[src/rtl/imem_loader.sv]
// imem_loader: streams a program into instruction memory at run time and
// sequences the core reset around the load (hold, then release).
//
// Ports:
//   CLK, RST          clock, asynchronous active-high reset
//   start             one-cycle pulse that opens a load session
//   in_data/in_valid  word stream in; in_last marks the final word
//   in_ready          high while words are accepted
//   mem_we/mem_addr/mem_wdata  instruction memory write port
//   core_rst          processor reset, active-high
//   busy/done         session in progress / program running
//   word_count        words written this (or the last) session
//   overflow_err      sticky: program larger than memory
//   checksum          running XOR of accepted words, present only when
//                     IMEM_LOADER_CHECKSUM_EN is defined
module imem_loader #(
    parameter int DataWidth = 16,
    parameter int AddrWidth = 8,
    parameter int ResetHold = 4
) (
    input  logic                 CLK,
    input  logic                 RST,
    input  logic                 start,
    input  logic [DataWidth-1:0] in_data,
    input  logic                 in_valid,
    input  logic                 in_last,
    output logic                 in_ready,
    output logic                 mem_we,
    output logic [AddrWidth-1:0] mem_addr,
    output logic [DataWidth-1:0] mem_wdata,
    output logic                 core_rst,
    output logic                 busy,
    output logic                 done,
    output logic [AddrWidth:0]   word_count,
`ifdef IMEM_LOADER_CHECKSUM_EN
    output logic [DataWidth-1:0] checksum,
`endif
    output logic                 overflow_err
);

    typedef enum logic [1:0] {
        IDLE,
        LOAD,
        HOLD,
        RUN
    } state_t;

    localparam logic [AddrWidth-1:0] LastAddr = '1;
    localparam logic [AddrWidth:0]   Capacity = {1'b1, {AddrWidth{1'b0}}};
    localparam logic [7:0]           HoldInit = 8'(ResetHold);

    state_t               state_q, state_d;
    logic [AddrWidth-1:0] ptr_q, ptr_d;
    logic [7:0]           hold_q, hold_d;
    logic                 we_q, we_d;
    logic [AddrWidth-1:0] addr_q, addr_d;
    logic [DataWidth-1:0] wdata_q, wdata_d;
    logic                 core_rst_q, core_rst_d;
    logic                 busy_q, busy_d;
    logic                 done_q, done_d;
    logic [AddrWidth:0]   count_q, count_d;
    logic                 ovf_q, ovf_d;
    logic [DataWidth-1:0] csum_q, csum_d;
    logic                 accept;

    assign accept = (state_q == LOAD) && in_valid;

    always_comb begin
        state_d = state_q;
        ptr_d   = ptr_q;
        hold_d  = hold_q;
        we_d    = 1'b0;
        addr_d  = addr_q;
        wdata_d = wdata_q;
        count_d = count_q;
        ovf_d   = ovf_q;
        csum_d  = csum_q;

        case (state_q)
            IDLE, RUN: begin
                // A word offered alongside start is not taken: in_ready is
                // still low in this cycle.
                if (start) begin
                    state_d = LOAD;
                    ptr_d   = '0;
                    count_d = '0;
                    ovf_d   = 1'b0;
                    csum_d  = '0;
                end
            end
            LOAD: begin
                if (accept) begin
                    we_d    = 1'b1;
                    addr_d  = ptr_q;
                    wdata_d = in_data;
                    ptr_d   = ptr_q + AddrWidth'(1);
                    csum_d  = csum_q ^ in_data;
                    if (count_q != Capacity) begin
                        count_d = count_q + (AddrWidth+1)'(1);
                    end
                    if (in_last) begin
                        state_d = HOLD;
                        hold_d  = HoldInit;
                    end else if (ptr_q == LastAddr) begin
                        // Memory full with more program pending: abort
                        // and keep the core parked in reset.
                        state_d = IDLE;
                        ovf_d   = 1'b1;
                    end
                end
            end
            HOLD: begin
                // The write cycle of the last word is the first hold cycle.
                if (hold_q <= 8'd1) begin
                    hold_d  = '0;
                    state_d = RUN;
                end else begin
                    hold_d = hold_q - 8'd1;
                end
            end
            default: state_d = IDLE;
        endcase

        core_rst_d = (state_d != RUN);
        busy_d     = (state_d == LOAD) || (state_d == HOLD);
        done_d     = (state_d == RUN);
    end

    always_ff @(posedge CLK or posedge RST) begin
        if (RST) begin
            state_q    <= IDLE;
            ptr_q      <= '0;
            hold_q     <= '0;
            we_q       <= 1'b0;
            addr_q     <= '0;
            wdata_q    <= '0;
            core_rst_q <= 1'b1;
            busy_q     <= 1'b0;
            done_q     <= 1'b0;
            count_q    <= '0;
            ovf_q      <= 1'b0;
            csum_q     <= '0;
        end else begin
            state_q    <= state_d;
            ptr_q      <= ptr_d;
            hold_q     <= hold_d;
            we_q       <= we_d;
            addr_q     <= addr_d;
            wdata_q    <= wdata_d;
            core_rst_q <= core_rst_d;
            busy_q     <= busy_d;
            done_q     <= done_d;
            count_q    <= count_d;
            ovf_q      <= ovf_d;
            csum_q     <= csum_d;
        end
    end

    assign in_ready     = (state_q == LOAD);
    assign mem_we       = we_q;
    assign mem_addr     = addr_q;
    assign mem_wdata    = wdata_q;
    assign core_rst     = core_rst_q;
    assign busy         = busy_q;
    assign done         = done_q;
    assign word_count   = count_q;
    assign overflow_err = ovf_q;

`ifdef IMEM_LOADER_CHECKSUM_EN
    assign checksum = csum_q;
`else
    logic unused_csum;
    assign unused_csum = ^csum_q;
`endif

endmodule

[config.mk]
export PLATFORM = sky130hd
export DESIGN_NAME = imem_loader
export DESIGN_NICKNAME = d
export VERILOG_FILES = /design/src/rtl/imem_loader.sv
export SDC_FILE = /design/constraint.sdc
export NUM_CORES = 1
export LEC_CHECK = 0
export CAP_MARGIN = 20
export CELL_PAD_IN_SITES_DETAIL_PLACEMENT = 0
export CELL_PAD_IN_SITES_GLOBAL_PLACEMENT = 2
export CORE_MARGIN = 2
export CORE_UTILIZATION = 36
export CTS_BUF_LIST = sky130_fd_sc_hd__clkbuf_4
export CTS_CLUSTER_DIAMETER = 50
export DETAILED_ROUTE_END_ITERATION = 10
export GPL_TIMING_DRIVEN = 0
export HOLD_SLACK_MARGIN = 0.03
export PLACE_DENSITY_LB_ADDON = 0.1
export RECOVER_POWER = 50
export SETUP_SLACK_MARGIN = 0.5
export SLEW_MARGIN = 20
export SYNTH_ARGS = -nofsm -noshare
export SYNTH_HDL_FRONTEND = slang
export SYNTH_SLANG_ARGS = --single-unit
export TNS_END_PERCENT = 20
[constraint.sdc]
create_clock -name CLK -period 5.1 [get_ports CLK]
set_input_delay 1.02 -clock CLK [delete_from_list [all_inputs] [get_ports CLK]]
set_output_delay 1.02 -clock CLK [all_outputs]
set_load 0.02 [all_outputs]
* Yosys cells after proc, flatten, opt, wreduce, memory -nomap -nowiden
Cells that the tools add are included.
W data, S select, Z words.
** Storage, ports and cells
- Register bits :: 56
- Latch bits :: 0
- Bits in writable memories :: 0
- Bits in read-only memories :: 0
- Input bits :: 21
- Output and inout bits :: 39
- Memories :: 0
** Cells by class
- $add $sub $neg :: 3
- Multipliers :: 0
- Divide/modulo/power cells :: 0
- Order comparisons :: 1
- Equal/unequal tests :: 15
- Shift operators :: 0
- Multiplexer cells :: 24
- Bitwise operators :: 0
- Reduce and logical (&&, ||, !) cells :: 11
** Operators with widths (number)
- $mux W8 :: 5
- $pmux W8 S2 :: 2
- $mux W9 :: 3
- $pmux W9 S2 :: 1
- $mux W2 :: 5
- $add A9 B1 Y9 const B :: 1
- $ne A9 B9 Y1 const B :: 1
- $add A8 B1 Y8 const B :: 1
- $eq A2 B2 Y1 const B :: 4
- $eq A8 B8 Y1 const B :: 1
- $le A8 B1 Y1 const B :: 1
- $ne A2 B2 Y1 const B :: 4
- $sub A8 B1 Y8 const B :: 1
- $mux W1 :: 6
- $ne A2 B1 Y1 const B :: 3
- $pmux W2 S3 :: 1
- $reduce_and A3 Y1 :: 2
- $reduce_and A5 Y1 :: 1
- $eq A2 B1 Y1 const B :: 2
- $reduce_and A4 Y1 :: 1
- $reduce_bool A2 Y1 :: 2
- $logic_not A2 Y1 :: 1
- $pmux W1 S2 :: 1
- $reduce_and A2 Y1 :: 1
- other kinds (3) :: 3

* Logic depth before layout (Yosys ltp)
- Word-level depth :: 7
- Mapped depth :: 9
- Gate-level depth less buffers :: 7

* Worst setup path before layout
Ideal clock, no wire load.
- Path kind :: input port to flip-flop
- Start point :: input port in_valid
- End point :: register hold_q[7]
- Setup time :: 0.077 ns
- Data arrival time :: 2.283 ns
- Slack :: 2.739 ns
- Stages :: 6
- Cells stage by stage :: clkbuf_1 -> and3_1 -> clkbuf_1 -> o21ai_0 -> or4_1 -> a21oi_1
** On the way
- Cells in the longest elaborated chain, start to end :: 3
** RTL lines
- start, declared :: RTL line 25 : input logic in_valid,
- $logic_and A1 B1 Y1 :: RTL line 66 : assign accept = (state_q == LOAD) && in_valid;
- $ne A2 B1 Y1 (no line)
- $reduce_and A3 Y1 (no line)
- end signal, assigned :: RTL line 146 : hold_q <= hold_d;
- end, declared :: RTL line 54 : logic [7:0] hold_q, hold_d;
Every way passes these cells.
A chain may end at the register's enable or synchronous reset.

==> impl_results.md <==
- Status: complete, but fails checks
- Failing checks: capacitance limit, slew limit
- Full die area: 8140 sq um
- Clock Tree Buf Depth: 2
- Dpl ws: 2260 ps
- Seq cells post-synth: 56
- Drc violations: 0
- Max VDD drop: 208 uV
- Final GP Congestion: 0.723
- CP delay by family, top: buffers and inverters
- Post-CTS Setup Bufs: 0
- Synthesized cell area: 2680 sq um
- Overflow after GRT: 0
- Number of vias per cell: 4.92
- Rows: 31
- Largest net degree at the start of global routing: 57
- Final setup violation count: 0
- NumNets Final: 338
- Synth area leader: dfrtp_1
- Crit path DAT: 3000 ps
- Layout cells sized above 1: 4.52%
- Crit-path max cell delay: 1400 ps
- Total Wirelength: 5650 microns
- DR iter-0 viols: 89
- Via count: 2014
- DP HPWL: 4040 microns
- Setup Skew: 9.42 ps
- Synth top area share: 51.4%
- Clock root cell: clkbuf_4
- Clock Sinks: 56
- Min-delay worst type: reg2reg
- Relative slew slack: -65.8%
- Slew @ Worst Pin: 2470 ps
- Max-capacitance violation count: 1
- Slew Limit Fails: 57
- Async set-reset flop share out of synthesis: 100%
- Synth top area cells: dfrtp_1 51%, mux2_1 9.3%, ha_1 3.7%
- Post-synthesis net count: 273
- Most frequent cells after synthesis: 55 x dfrtp_1, 23 x nor2_1, 22 x mux2_1, 22 x nand2_1, 15 x inv_1
- Synth Warn #: 0
- First-pass GRT wire length: 9880 microns
- Most common cell in the netlist: dfrtp_1
- Distinct cells, synth: 44
- Initial antenna violation count: 0
- Req. time, crit path: 5240 ps
- Skew-Pair Late Insertion Delay: 370 ps
- CP endpoint kind: asynchronous set/reset pin
- CP max stage cell: clkinvlp_2
- IO Port Bufs: 58
- Leakage power: 1.46 nW
- Tcrit/Tclk final: 56.2%
- Hold Fails Final Rpt: 0
- Post-Syn Instances: 244
- Max Clk Rate: 0.349 GHz
- Routed len/inst: 13.8 microns
- PnR worst setup slack: 2240 ps
- CP Cell Sequence: dlygate4sd3_1 > clkinvlp_2
- PD cells: 489 nW/um^2
- Die height: 90.2 microns
- Startpoint types: input pin
- Setup CP Type: in2async
- Clock transition at the registers of the reported paths: 150 ps
- Post-synth EDFFs: 0
- # diodes: 0
- Total GRT Usage: 14.8%
- Sequential area share after synthesis: 52.4%
- H-tree Lvls: 2
- RSZ-0062 raised after global routing: false
- Die Wd: 90.2 microns
- TritonRoute pass-1 iters: 7
- Setup tns final: 0 ps
- Post-CTS resize count: 0
- CTS tree: done
- Initial Utilization: 37.1%
- Io pins: 60
- Core ar.: 7210 sq um
- Total power: 0.00168 W
- CP max FO: 56
- WP buf/inv: 2
- Primary FF master, synth: dfrtp_1
- CTS Buf Count: 5
- Crit path time final: 2860 ps
- Antenna Nets Post-Route: 0
- Fill count: 742
- Synthesized area per cell: 11.0 sq um
- Hold-fix buffers at CTS: 0
- Vias in the first global route: 1927
- Area growth syn-to-layout: 28.3%
-- layout make-up --
type	instances	area, sq um	share of cell area (%)
multi-input cells	163	1170	34.2
plain buffers	10	38.8	1.13
clock buffers	6	45.0	1.31
inverters	15	57.6	1.68
clock inverters	2	11.3	0.328
repair buffers	58	581	16.9
flip-flops and latches	56	1400	40.9
well taps	99	124	3.61
-- placed cells by master (no fill, tap or decap), types with 2 or more instances in the layout --
cell type	instances
nor3_1	5
clkdlybuf4s50_1	55
nor4b_1	3
xnor2_1	11
nand2b_1	2
xor2_1	4
dlygate4sd3_1	3
o31ai_1	2
mux2_1	23
nor4_1	6
clkbuf_1	9
nand3_1	6
nor2_1	23
mux2i_1	4
inv_1	14
dfrtp_1	55
o21ai_0	5
o21ai_1	2
clkbuf_4	6
a21oi_1	5
nand2_1	22
ha_1	8
and4_1	2
or4_1	2
nand4_1	3
and3_1	2
o211ai_1	4
nor2b_1	3
-- power breakdown --
group	leakage [nW]	total [W]	internal, W	switching (W)
logic	0.704	0.000818	0.000371	0.000447
clock network	0.0293	0.000195	0.0000582	0.000137
registers	0.724	0.000667	0.000580	0.0000871
-- worst paths after layout --
path / start / depth (start not counted) / endpoint / slack, ps
worst max-delay path: RST / 2 / mem_wdata[12] / 2240
worst min-delay path: mem_addr[3] / 2 / mem_addr[3] / 500
worst max register to register: hold_q[2] / 4 / busy / 2720
worst min register to register: mem_addr[3] / 2 / mem_addr[3] / 500
max in group CLK: state_q[1] / 3 / in_ready / 2440
min in group asynchronous: RST / 2 / state_q[1] / 1750
-- worst reg2reg max path, cell delays in order, from the launching register on --
cell and delay (ps):
dfrtp_1 470, or4_4 560, or4_1 630, o311ai_1 340, ha_1 290
-- metrics by stage --
stage          hold slack [ps]  util, %  instances  area (sq um)
6_report                   499     47.6        409          3430
5_1_grt                    527     47.6        409          3430
4_1_cts                    514     47.7        409          3440
3_5_place_dp               480     46.9        401          3380
3_3_place_gp               466     46.8        401          3380
2_1_floorplan              494        -        244          2680
-- metal layers --
metal,track usage (%),vias up,part of all wire [%]
met5,0,-,0
met4,3.85,0,1.2
met3,3.19,7,5.1
met2,22.1,50,45
met1,21.8,976,48
li1,-,981,-
-- cell families after synthesis --
group / count (synthesis) / synth area share (%)
xor gates and xnor gates: 15 / 4.91
and+or+nand+nor: 82 / 15.4
AOI/OAI and AO/OA: 31 / 8.75
buffers and inverters: 25 / 3.55
adders and majority gates: 8 / 3.74
muxes: 27 / 11.2
DFF: 56 / 52.4
-- flip-flops by register name, summed over array words and instances (netlist names) --
name / cells
word_count: 9
mem_addr: 8
hold_q: 8
mem_we: 1
done: 1
state_q: 2
core_rst: 1
overflow_err: 1
busy: 1
ptr_q: 8
mem_wdata: 16
(Power assumes the default switching activity.)
